<file path="config.mk">
export PLATFORM = sky130hd
export DESIGN_NAME = hazard_stall_ctrl
export DESIGN_NICKNAME = d
export VERILOG_FILES = /design/src/rtl/hazard_stall_ctrl.sv
export SDC_FILE = /design/constraint.sdc
export NUM_CORES = 1
export LEC_CHECK = 0
export ABC_AREA = 1
export BUFFER_PORTS_ARGS = -buffer_cell sky130_fd_sc_hd__buf_2
export CAP_MARGIN = 20
export CORE_UTILIZATION = 39
export DETAILED_ROUTE_END_ITERATION = 10
export GPL_TIMING_DRIVEN = 0
export PLACE_DENSITY_LB_ADDON = 0.1
export SYNTH_ARGS = -nofsm -noshare
export SYNTH_HDL_FRONTEND = slang
export SYNTH_SLANG_ARGS = --single-unit
</file>
<file path="constraint.sdc">
create_clock -name clk -period 1.2 [get_ports clk]
set_input_delay 0.06 -clock clk [delete_from_list [all_inputs] [get_ports clk]]
set_output_delay 0.06 -clock clk [all_outputs]
set_load 0.005 [all_outputs]
</file>
<file path="src/rtl/hazard_stall_ctrl.sv">
// Pipeline hazard/stall sequencer: load-use bubbles, branch flushes and memory-wait holds.
// Optional performance counters are enabled with `define HAZARD_PERF_CNT_EN.
module hazard_stall_ctrl #(
    parameter int LU_STALLS    = 1,
    parameter int FLUSH_CYCLES = 1,
    parameter int CNT_W        = 16
) (
    input  logic       clk,
    input  logic       rst,
    input  logic [4:0] id_rs1,
    input  logic [4:0] id_rs2,
    input  logic       id_use_rs1,
    input  logic       id_use_rs2,
    input  logic [4:0] idex_rd,
    input  logic       idex_memread,
    input  logic       ex_branch_taken,
    input  logic       mem_busy,
    output logic       pc_write,
    output logic       if_id_write,
    output logic       if_id_flush,
    output logic       id_ex_bubble,
    output logic       pipe_hold,
    output logic       stall_active,
    output logic [1:0] state_o
`ifdef HAZARD_PERF_CNT_EN
    ,
    output logic [CNT_W-1:0] lu_cnt,
    output logic [CNT_W-1:0] br_cnt,
    output logic [CNT_W-1:0] mw_cnt
`endif
);

    typedef enum logic [1:0] {
        RUN      = 2'd0,
        LU_STALL = 2'd1,
        FLUSH    = 2'd2,
        MEM_WAIT = 2'd3
    } state_t;

    localparam logic [1:0] LU_INIT = 2'(LU_STALLS - 1);
    localparam logic [1:0] FL_INIT = 2'(FLUSH_CYCLES - 1);

    state_t     state, nstate;
    logic [1:0] cnt, ncnt;
    logic       lu, lu_ev, br_ev;

    assign lu = idex_memread && (idex_rd != 5'd0) &&
                ((id_use_rs1 && (idex_rd == id_rs1)) || (id_use_rs2 && (idex_rd == id_rs2)));

    always_comb begin
        nstate       = state;
        ncnt         = cnt;
        pc_write     = 1'b1;
        if_id_write  = 1'b1;
        if_id_flush  = 1'b0;
        id_ex_bubble = 1'b0;
        pipe_hold    = 1'b0;
        lu_ev        = 1'b0;
        br_ev        = 1'b0;
        if (rst) begin
            nstate = RUN;
            ncnt   = 2'd0;
        end else if (mem_busy) begin
            pc_write    = 1'b0;
            if_id_write = 1'b0;
            pipe_hold   = 1'b1;
            nstate      = MEM_WAIT;
        end else if (state == MEM_WAIT) begin
            // Release cycle: run normally; held branch/load are re-evaluated from RUN.
            nstate = RUN;
        end else if (ex_branch_taken) begin
            if_id_flush  = 1'b1;
            id_ex_bubble = 1'b1;
            br_ev        = 1'b1;
            if (FLUSH_CYCLES > 1) begin
                nstate = FLUSH;
                ncnt   = FL_INIT;
            end else begin
                nstate = RUN;
                ncnt   = 2'd0;
            end
        end else begin
            case (state)
                FLUSH: begin
                    if_id_flush = 1'b1;
                    ncnt        = cnt - 2'd1;
                    if (cnt <= 2'd1) nstate = RUN;
                end
                LU_STALL: begin
                    pc_write     = 1'b0;
                    if_id_write  = 1'b0;
                    id_ex_bubble = 1'b1;
                    lu_ev        = 1'b1;
                    ncnt         = cnt - 2'd1;
                    if (cnt <= 2'd1) nstate = RUN;
                end
                default: begin
                    if (lu) begin
                        pc_write     = 1'b0;
                        if_id_write  = 1'b0;
                        id_ex_bubble = 1'b1;
                        lu_ev        = 1'b1;
                        if (LU_STALLS > 1) begin
                            nstate = LU_STALL;
                            ncnt   = LU_INIT;
                        end
                    end
                end
            endcase
        end
    end

    always_ff @(posedge clk or posedge rst) begin
        if (rst) begin
            state        <= RUN;
            cnt          <= 2'd0;
            stall_active <= 1'b0;
        end else begin
            state        <= nstate;
            cnt          <= ncnt;
            stall_active <= (nstate != RUN);
        end
    end

    assign state_o = state;

`ifdef HAZARD_PERF_CNT_EN
    localparam logic [CNT_W-1:0] CNT_MAX = '1;

    always_ff @(posedge clk or posedge rst) begin
        if (rst) begin
            lu_cnt <= '0;
            br_cnt <= '0;
            mw_cnt <= '0;
        end else begin
            if (lu_ev && lu_cnt != CNT_MAX)     lu_cnt <= lu_cnt + 1'b1;
            if (br_ev && br_cnt != CNT_MAX)     br_cnt <= br_cnt + 1'b1;
            if (pipe_hold && mw_cnt != CNT_MAX) mw_cnt <= mw_cnt + 1'b1;
        end
    end
`endif

endmodule

</file>
* Yosys cells after proc, flatten, opt, wreduce, memory -nomap -nowiden
Index checks and enable logic that the tools add are counted.
** Word-level totals
- RAM bits :: 0
- Memory bits (read-only) :: 0
- Bits in latches :: 0
- Memories kept :: 0
- Flip-flop bits (word level) :: 5
- Word-level logic and storage cells :: 52
- Output and inout port bits :: 8
** Operators by class
- Div/mod/pow operators :: 0
- Shift operators :: 0
- Multiplexer cells :: 30
- Equality and inequality tests :: 7
- $add $sub $neg :: 1
- $lt $le $gt $ge :: 1
- Multiply operators :: 0
- Reduce and logical (&&, ||, !) cells :: 10
- Bitwise gates (word level) :: 0
** Operators with widths (count)
- 2-bit 2-to-1 mux :: 11
- 1-bit 2-to-1 mux :: 17
- 5-bit == test :: 2
- 5-bit nonzero test :: 1
- 2-bit == test (second input constant) :: 2
- 1-bit logical AND :: 4
- 2-bit != test (second input constant) :: 2
- 1-bit case mux with 2 select lines :: 2
- 3-bit AND reduction :: 1
- 3-bit nonzero test :: 1
- 2-bit by 1-bit == test with 1-bit output (second input constant) :: 1
- 2-bit by 1-bit less-or-equal comparator with 1-bit output (second input constant) :: 1
- 2-bit nonzero test :: 1
- 2-bit OR reduction :: 1
- 2-bit by 1-bit subtractor with 2-bit output (second input constant) :: 1
- 1-bit logical OR :: 1

* Longest topological paths before layout
Gate-level depths: netlist of run 1.
- Depth in word-level cells :: 10
- Mapped depth :: 10
- Gate-level depth less buffers :: 10

* Worst setup path after synthesis of run 1
No wires, ideal clock.
- Path kind :: flip-flop to flip-flop
- From :: register state[0], in the netlist state_o[0]
- To :: register cnt[0]
- Setup slack :: -0.138 ns
- Clock period less this slack :: 1.338 ns
- Cell stages (with the launch flop) :: 8
- Data required time :: 1.079 ns
- Buffers on the path :: 0
- Setup time :: 0.121 ns
- Arrival :: 1.217 ns
- Cell sequence :: dfrtp_1 > inv_1 > ha_1 > inv_1 > o211ai_1 > nand2_1 > nand3_1 > o21ai_1
** On the way
- Word-level cells in the longest chain between the ends :: 4
** RTL lines
- start, declared :: line 43 : state_t state, nstate;
- start signal, assigned :: line 119 : state <= nstate;
- 2-bit by 1-bit == test with 1-bit output / 2-bit == test (equally long branches) :: line 83 : case (state)
- 2-bit OR reduction (no line)
- 3-bit nonzero test (no line)
- 3-bit AND reduction (no line) *
- end signal, assigned :: line 120 : cnt <= ncnt;
- end, declared :: line 44 : logic [1:0] cnt, ncnt;
Every way passes the cells marked *; elsewhere a longest branch is shown, timed or not.
A chain may end at the register's enable or synchronous reset.

* Worst setup path after layout of run 1
- From :: register state[1], in the netlist state_o[1]
- To :: output pc_write
** On the way
- Word-level cells in the longest chain between the ends :: 6
** RTL lines
- 2-bit by 1-bit == test with 1-bit output / 2-bit == test (equally long branches) :: line 83
- 1-bit case mux with 2 select lines :: line 83
- 1-bit 2-to-1 mux :: line 71 : end else if (ex_branch_taken) begin
- 1-bit 2-to-1 mux * :: line 68 : end else if (state == MEM_WAIT) begin
- 1-bit 2-to-1 mux * :: line 63 : end else if (mem_busy) begin
- 1-bit 2-to-1 mux * :: line 60 : if (rst) begin
- end, declared :: line 18 : output logic pc_write,
Marks and branches as above.

==> results of run 1 <==
[repair_timing]
action,in CTS,in global routing
pin swaps,5,7
endpoints found under the hold margin,5,0
resized for setup,6,10
setup endpoints to repair,8,9
buffers inserted,5,1
hold buffers,1,0
[worst max path at each step]
stage | startpoint | to | cells past startpoint
finish | state_o[1] | pc_write | 6
global route | state_o[0] | id_ex_bubble | 8
CTS | state_o[0] | pc_write | 7
detailed placement | state_o[0] | cnt[1] | 7
global placement | state_o[1] | state_o[1] | 5
floorplan | state_o[0] | cnt[0] | 7
[per-stage QoR]
stage | TNS, ns | area (um2)
2_1_floorplan | -0.295 | 589
3_3_place_gp | -0.823 | 753
3_5_place_dp | -0.936 | 753
4_1_cts | -2.06 | 843
5_1_grt | -2.93 | 912
6_report | -2.34 | 912
[flip-flops by register name (all words and copies together) (netlist names)]
register,count
stall_active,1
cnt,2
state_o,2
[worst register-to-register path: cells and delay by family, from the launching register on]
| family | cells | cell delay [ns] |
|---|---|---|
| simple gates | 3 | 0.21 |
| fa+ha+maj | 1 | 0.21 |
| flops | 1 | 0.44 |
| compound gates | 1 | 0.19 |
| buf+inv | 3 | 0.33 |
[power by group through the flow]
stage	Sequential [uW]	Clock (uW)	Combinational, uW
after floorplan	198	0	127
after global placement	199	0	210
after detailed placement	199	0	215
after CTS	196	192	259
after global routing	201	195	340
final	199	185	301
[layer usage]
layer | routed length (um) | share of wire [%] | track usage, % | up-vias
met2 | 692 | 45 | 29.8 | 14
met4 | 0 | 0 | 7.50 | 0
met3 | 52 | 3.4 | 3.89 | 0
li1 | - | - | - | 393
met5 | 0 | 0 | 0 | -
met1 | 779 | 51 | 29.4 | 300
[cells by family (layout without fill, tap and decap cells)]
group / after synthesis / in the layout / synth area share (%)
fa+ha+maj: 4 / 4 / 8.75
simple gates: 58 / 58 / 41.4
compound gates: 10 / 10 / 9.63
buf+inv: 27 / 67 / 18.4
flops: 5 / 5 / 21.9
[synth_stat cells (2+ instances only)]
| master | number |
|---|---|
| sky130_fd_sc_hd__nor2_1 | 11 |
| sky130_fd_sc_hd__nand2_1 | 36 |
| sky130_fd_sc_hd__nand3_1 | 6 |
| sky130_fd_sc_hd__a21oi_1 | 3 |
| sky130_fd_sc_hd__ha_1 | 4 |
| sky130_fd_sc_hd__inv_2 | 7 |
| sky130_fd_sc_hd__o211ai_1 | 2 |
| sky130_fd_sc_hd__dfrtp_1 | 5 |
| sky130_fd_sc_hd__inv_1 | 19 |
| sky130_fd_sc_hd__o21ai_1 | 5 |
[area by class of cell]
| class | count | area, um2 |
|---|---|---|
| buffer | 1 | 7.51 |
| clock buffer | 4 | 26.3 |
| fill | 135 | 422 |
| inverter | 26 | 100 |
| multi-input combinational | 72 | 409 |
| sequential | 5 | 128 |
| tap | 15 | 18.8 |
| timing repair buffer | 36 | 223 |
==> reports/results.ini, run 1 <==
[synth]
synthArstFlopShare_pct=100
synth_sequential_area_ratio_pct=21.9
post_synth_num_cell_types=16
post_synth_inst_count=104
dominantRegCellSynth=sky130_fd_sc_hd__dfrtp_1
synth_top_cell_by_area=sky130_fd_sc_hd__nand2_1
post-synth-top-area-fraction_pct=23.6
synth.yosys.warnings=0
netlist_top_cells_area=sky130_fd_sc_hd__nand2_1 (24%), sky130_fd_sc_hd__dfrtp_1 (22%), sky130_fd_sc_hd__inv_1 (12%)
ys_seq_elements=5
synth_nets=130
synth_edf_count=0
netlist_area_um2=572
syn_area_per_cell_um2=5.50

[timing]
report.final.hold_viol_count=0
setup_repair_after_global_routing_missed_its_margin=yes
finalCriticalPeriod_ns=1.53
fin_skew_ns=0.00140
final.setup.worst_slack_ns=-0.332
tightestPinTransition_ns=0.240
finalMaxSlewViolations=0
max_slew_margin_pct=83.9
final.hold.worst_slack_ns=0.0813
setup_viol=9
max_freq_ghz=0.653
post-route-period-util_pct=128

[global_routing]
grt_first_pass_wirelength_um=2220
antenna_found_initial=0
first_global_vias=571
overflow=0
grt_util_all_layers_pct=20.3
grt_start_max_net_pins=6

[cts]
tritoncts=built
cts-root-buf=sky130_fd_sc_hd__clkbuf_4
clock_tree.buffer_depth=2
clk_pin_slew_ns=0.04
maximum_level_of_the_cts_h_tree=1
clock_sinks=5
clock_insertion_delay_worst_skew_ns=0.23
tritoncts.num_buffers=3

[final_layout]
layout_common_cells=sky130_fd_sc_hd__nand2_1 (35), sky130_fd_sc_hd__buf_2 (28), sky130_fd_sc_hd__inv_1 (17)
mostFrequentLayoutCell=sky130_fd_sc_hd__nand2_1
final_core_utilization_pct=68.4
area_delta_synth_final_pct=59.5
drive_gt1_share_pct=43.1
instances_no_fill=159
nNetsFinal=171
antenna_cells_inserted=0

[routing]
drt_drc_violations_left=0
detail_route.wl_per_cell_um=9.58
routed_via_density=4.45
first_iter_violations=10
antenna_violating_nets_post_route=0
final_routed_wirelength_across_all_metal_layers_um=1520
num_vias=707
drtPass1Iterations=3

[place]
placed_cells=148
number_of_i_o_port_buffers=29
hpwl_um=1080
place.gp.congestion=0.747
place_ws_ns=-0.172

[floorplan]
starting_utilization_of_the_core_area_pct=42.9
dieWidth_um=40.3
fp.dieH_um=40.3
core_um2=1330
ios=30
floorplan.die_area_um2=1620
row_count=13

[run_status]
status=finished with violations
failing_checks=setup timing

[power]
switching_share_pct=32.8
worst_ir_drop_vdd_mv=0.556
power.total_uw=686
power_report.internal_total_uw=461
combPwrFrac_pct=43.9
clock_power_share_pct=27.0
power.leakage_uw=0.000559
p_sw_uw=225
seq_power_share_pct=29.1
power.density_nw_per_um2=752

[worst_setup_path]
data_required_time_at_the_worst_endpoint_ns=1.14
critical_path_class=register to output pin
setup.reg_to_reg.worst_slack_ns=-0.31
cp_top_family=flip-flops
critical_path_s_largest_stage_delay_ns=0.46
critical_path_endpoint_category=output pin
cp_max_fo=5
rr_startpoint=state_o[0]
path_common_cell=sky130_fd_sc_hd__a21oi_2
reg2reg_to=stall_active
critPathLaunchType=register
worstPathBufferInverterCount=3
worstPathArrival_ns=1.47
worst_path_max_delay_cell=sky130_fd_sc_hd__dfrtp_2
worstRegToRegCells=8
critical_path.cell_chain=ha_4 -> inv_4 -> a21oi_2 -> a21oi_2 -> buf_4 -> buf_6

[run]
drv_cap=0

[hold_path]
whs_path_cells=2
hold_start=rst
worstHoldEndpoint=state_o[1]
worst_hold_path_type=input port to register

(Power assumes the default switching activity.)
==> run 2: changes to the inputs <==
- CELL_PAD_IN_SITES_DETAIL_PLACEMENT: unset -> 0
- CELL_PAD_IN_SITES_GLOBAL_PLACEMENT: unset -> 1
- CORE_UTILIZATION: 39 -> 24
==> run 2 against run 1 <==
  * The run still ends with setup timing left
  * Final cell count grew 7.5%
  * Sequential power about the same
  * Setup slack worse by 0.0064 ns
  * Critical path depth grew 1
  * Largest cell class unchanged
  * Die area rose by 59%
  * Combinational power down 12%
  * Non-clock buffer count shrank 1
  * Utilization is 30 points lower
  * Largest power group unchanged
==> reports/results.ini, run 2 (synthesized netlist as in run 1, its figures left out) <==
[worst_setup_path]
critical_path_s_largest_stage_delay_ns=0.43
cp_top_family=flip-flops
critical_path_endpoint_category=output pin
worstPathBufferInverterCount=3
critical_path.cell_chain=ha_2 -> inv_1 -> nand2_1 -> a21oi_2 -> a21oi_2 -> buf_4 -> buf_2
worst_path_max_delay_cell=sky130_fd_sc_hd__dfrtp_2
critical_path_class=register to output pin
reg2reg_to=cnt[1]
worstRegToRegCells=8
rr_startpoint=state_o[0]
worstPathArrival_ns=1.48
setup.reg_to_reg.worst_slack_ns=-0.26
data_required_time_at_the_worst_endpoint_ns=1.14
path_common_cell=sky130_fd_sc_hd__a21oi_2
critPathLaunchType=register
cp_max_fo=4

[run]
drv_cap=0

[timing]
finalCriticalPeriod_ns=1.54
report.final.hold_viol_count=0
max_slew_margin_pct=82.6
fin_skew_ns=0.00269
tightestPinTransition_ns=0.259
finalMaxSlewViolations=0
setup_repair_after_global_routing_missed_its_margin=yes
max_freq_ghz=0.650
post-route-period-util_pct=128
setup_viol=9
final.setup.worst_slack_ns=-0.338

[routing]
final_routed_wirelength_across_all_metal_layers_um=1500
routed_via_density=4.23
detail_route.wl_per_cell_um=8.78
drt_drc_violations_left=0
first_iter_violations=13
antenna_violating_nets_post_route=0
drtPass1Iterations=4
num_vias=724

[hold_path]
whs_path_cells=2
worstHoldEndpoint=state_o[1]
worst_hold_path_type=input port to register
hold_start=rst

[final_layout]
nNetsFinal=170
drive_gt1_share_pct=40.6
multi_input_gate_area_um2=377
mostFrequentLayoutCell=sky130_fd_sc_hd__nand2_1
fillCellCount=256
design_area_um2=866
antenna_cells_inserted=0
layout_common_cells=sky130_fd_sc_hd__nand2_1 (35), sky130_fd_sc_hd__buf_2 (29), sky130_fd_sc_hd__inv_1 (16)
regArea_um2=128
area_delta_synth_final_pct=51.4

[cts]
cts-root-buf=sky130_fd_sc_hd__clkbuf_4
tritoncts.num_buffers=3
clk_pin_slew_ns=0.05
clock_sinks=5
tritoncts=built
clock_tree.buffer_depth=2
clock_insertion_delay_worst_skew_ns=0.24
maximum_level_of_the_cts_h_tree=1

[global_routing]
antenna_found_initial=0
grt_util_all_layers_pct=13.5
grt_start_max_net_pins=6
first_global_vias=659
grt_first_pass_wirelength_um=2620
overflow=0

[power]
worst_ir_drop_vdd_mv=0.426
power.leakage_uw=0.000534
power.density_nw_per_um2=759

[floorplan]
ios=30
core_um2=2230
floorplan.die_area_um2=2580
fp.dieH_um=50.8
row_count=17
starting_utilization_of_the_core_area_pct=25.6
dieWidth_um=50.8

[place]
place_ws_ns=-0.205
dpl-instance-area_um2=769
place.gp.congestion=0.727
number_of_i_o_port_buffers=29
hpwl_um=1220

[run_status]
status=finished with violations
failing_checks=setup timing

[run 2: cell count changes in the layout (fill, tap and decap cells not counted), sizes merged]
cell / previous run / this run
buf: 36 / 35
[run 2: what timing repair did]
| action | CTS | global route |
|---|---|---|
| setup endpoints to repair | 8 | 9 |
| hold buffers | 1 | 0 |
| resized for setup | 6 | 4 |
| setup buffers | 3 | 2 |
| endpoints found under the hold margin | 5 | 0 |
| pin swaps | 2 | 1 |
[run 2: area by class of cell]
class | instances | area share, %
Buffer | 1 | 0.867
Clock buffer | 4 | 3.03
Inverter | 26 | 11.6
Multi-Input combinational cell | 72 | 43.5
Sequential cell | 5 | 14.7
Tap cell | 28 | 4.05
Timing Repair Buffer | 35 | 22.3
[run 2: power breakdown]
group | internal, uW | switching, uW
combinational | 126 | 138
sequential | 185 | 11.3
clock | 126 | 71.2
total | 437 | 220
[run 2: metal layers]
| layer | GRT usage (%) | vias up | wire [um] |
|---|---|---|---|
| li1 | - | 391 | - |
| met2 | 24.7 | 31 | 710 |
| met5 | 0 | - | 0 |
| met1 | 15.8 | 300 | 668 |
| met3 | 3.57 | 2 | 107 |
| met4 | 2.78 | 0 | 16 |
[run 2: how the worst max path moves through the flow]
stage	end	from	cells after the start	slack, ns
3_5_place_dp	cnt[1]	state_o[0]	7	-0.21
3_3_place_gp	cnt[1]	state_o[0]	7	-0.20
4_1_cts	pc_write	state_o[1]	7	-0.32
2_1_floorplan	cnt[0]	state_o[0]	7	-0.08
6_report	pc_write	state_o[0]	7	-0.34
5_1_grt	pc_write	state_o[0]	7	-0.41
[run 2: stage by stage]
stage	hold slack (ns)	setup TNS (ns)	util (%)	power (uW)	std cells
2_1_floorplan	-0.176	-0.295	-	325	104
3_3_place_gp	0.00206	-1.04	34.5	415	161
3_5_place_dp	0.000621	-1.07	34.5	417	161
4_1_cts	0.0542	-1.63	37.6	649	169
5_1_grt	0.0816	-2.67	38.8	717	171
6_report	0.0665	-1.84	38.8	657	171
==> run 3: changes to the inputs <==
- CORE_ASPECT_RATIO: unset -> 0.8
- GPL_TIMING_DRIVEN: 0 -> unset
==> run 3 against run 2 <==
  * The flow still finishes with violations (setup timing)
  * Die area barely moved
  * First-iteration DRC count fell by 7.7%
  * Routed wire length rose by 4.7%
  * Total power rose by 0.13%
  * Setup slack improved by 0.089 ns
  * Clock skew rose by 0.0044 ns
  * Register-to-register slack improved by 0.12 ns
  * Global-route usage fell by 0.61 points
  * Largest cell class unchanged
  * Largest power group unchanged
==> reports/results.ini, run 3 (synthesized netlist as in run 1, its figures left out) <==
[timing]
max_slew_margin_pct=82.8
setup_repair_after_global_routing_missed_its_margin=yes
max_freq_ghz=0.690
fin_skew_ns=0.00708
final.setup.worst_slack_ns=-0.249
setup_viol=9
tightestPinTransition_ns=0.257
finalCriticalPeriod_ns=1.45
post-route-period-util_pct=121
report.final.hold_viol_count=0
finalMaxSlewViolations=0

[cts]
maximum_level_of_the_cts_h_tree=1
clock_insertion_delay_worst_skew_ns=0.24
clock_sinks=5
clock_tree.buffer_depth=2
tritoncts=built
cts-root-buf=sky130_fd_sc_hd__clkbuf_4
tritoncts.num_buffers=3
clk_pin_slew_ns=0.05

[floorplan]
dieWidth_um=56.6
floorplan.die_area_um2=2580
ios=30
core_um2=2200
starting_utilization_of_the_core_area_pct=26.0
fp.dieH_um=45.7
row_count=15

[final_layout]
regArea_um2=126
antenna_cells_inserted=0
multi_input_gate_area_um2=394
mostFrequentLayoutCell=sky130_fd_sc_hd__nand2_1
layout_common_cells=sky130_fd_sc_hd__nand2_1 (35), sky130_fd_sc_hd__buf_2 (29), sky130_fd_sc_hd__inv_1 (17)
drive_gt1_share_pct=42.1
design_area_um2=895
instances_no_fill=170
area_delta_synth_final_pct=56.5
fillCellCount=234
nNetsFinal=172

[place]
dpl-instance-area_um2=803
place.gp.congestion=0.738
placed_cells=163
hpwl_um=1290
number_of_i_o_port_buffers=29

[global_routing]
first_global_vias=607
grt_util_all_layers_pct=12.9
antenna_found_initial=0
overflow=0
grt_first_pass_wirelength_um=2510
grt_start_max_net_pins=6

[routing]
final_routed_wirelength_across_all_metal_layers_um=1570
detail_route.wl_per_cell_um=9.25
routed_via_density=4.21
antenna_violating_nets_post_route=0
drtPass1Iterations=4
drt_drc_violations_left=0
num_vias=716
first_iter_violations=12

[hold_path]
worst_hold_path_type=input port to register

[run_status]
failing_checks=setup timing
status=finished with violations

[worst_setup_path]
worstPathArrival_ns=1.39
critPathLaunchType=register
data_required_time_at_the_worst_endpoint_ns=1.14
cp_max_fo=4
setup.reg_to_reg.worst_slack_ns=-0.14
critical_path_endpoint_category=output pin
critical_path_class=register to output pin

[power]
combPwrFrac_pct=40.4
switching_share_pct=33.6
power_report.internal_total_uw=437
worst_ir_drop_vdd_mv=0.564
power.leakage_uw=0.000556
power.density_nw_per_um2=735
clock_power_share_pct=30.0
p_sw_uw=221
seq_power_share_pct=29.6

[run]
drv_cap=0

## run 3: cell types whose count changed in the layout (fill, tap and decap cells not counted), moves of 2 or more
cell,before,now
sky130_fd_sc_hd__ha_1,1,3
sky130_fd_sc_hd__nand3_1,6,4
sky130_fd_sc_hd__ha_2,2,0
sky130_fd_sc_hd__nand3_2,0,2
## run 3: power groups by stage
stage	sequential [uW]	clock [uW]	combinational, uW
finish	195	198	265
global route	196	213	303
CTS	194	202	266
detailed placement	198	0	236
global placement	197	0	237
floorplan	198	0	127
## run 3: area by class of cell
type / count / share of cell area (%)
Multi-Input combinational cell: 72 / 44.1
Timing Repair Buffer: 38 / 24.5
Sequential cell: 5 / 14.1
Inverter: 26 / 10.9
Tap cell: 25 / 3.50
Clock buffer: 4 / 2.94
## run 3: critical path, stage by stage (launching register included)
cell	delay, ns
sky130_fd_sc_hd__dfrtp_2	0.44
sky130_fd_sc_hd__ha_4	0.29
sky130_fd_sc_hd__buf_6	0.10
sky130_fd_sc_hd__nand3_2	0.07
sky130_fd_sc_hd__nand3_2	0.06
sky130_fd_sc_hd__nand2_1	0.04
sky130_fd_sc_hd__inv_1	0.04
sky130_fd_sc_hd__buf_2	0.10
## run 3: worst paths after layout
| path | start | cells past startpoint | end |
|---|---|---|---|
| worst max register to register | state_o[1] | 5 | state_o[1] |
| worst max-delay path | state_o[1] | 7 | id_ex_bubble |
| worst min-delay path | rst | 2 | state_o[1] |
| worst min register to register | cnt[0] | 2 | cnt[0] |
| max in group asynchronous | rst | 3 | state_o[1] |
| min in group asynchronous | rst | 3 | stall_active |
## run 3: metrics by stage
| step | hold WS (ns) | worst slack (ns) | power (uW) | utilization (%) | TNS [ns] |
|---|---|---|---|---|---|
| global placement | 0.0124 | -0.125 | 434 | 36.6 | -0.585 |
| floorplan | -0.176 | -0.0839 | 325 | - | -0.295 |
| global route | 0.0848 | -0.331 | 712 | 40.7 | -2.00 |
| CTS | 0.0810 | -0.264 | 662 | 40.6 | -1.36 |
| detailed placement | 0.0152 | -0.135 | 434 | 36.6 | -0.674 |
| finish | 0.0810 | -0.249 | 658 | 40.7 | -1.38 |
## run 3: per-layer routing
metal | track usage [%] | wire, um | vias to the layer above | part of all wire, %
li1 | - | - | 394 | -
met1 | 20.0 | 886 | 301 | 56
met2 | 16.9 | 581 | 21 | 37
met4 | 0 | 0 | 0 | 0
met3 | 5.68 | 104 | 0 | 6.6
met5 | 0 | 0 | - | 0
## run 3: timing repair
| action | 4_1_cts | 5_1_grt |
|---|---|---|
| hold endpoints to repair | 5 | 0 |
| setup endpoints to repair | 9 | 9 |
| pin swaps | 4 | 3 |
| hold buffers | 1 | 0 |
| setup buffers | 2 | 0 |
| gates resized for setup | 9 | 1 |
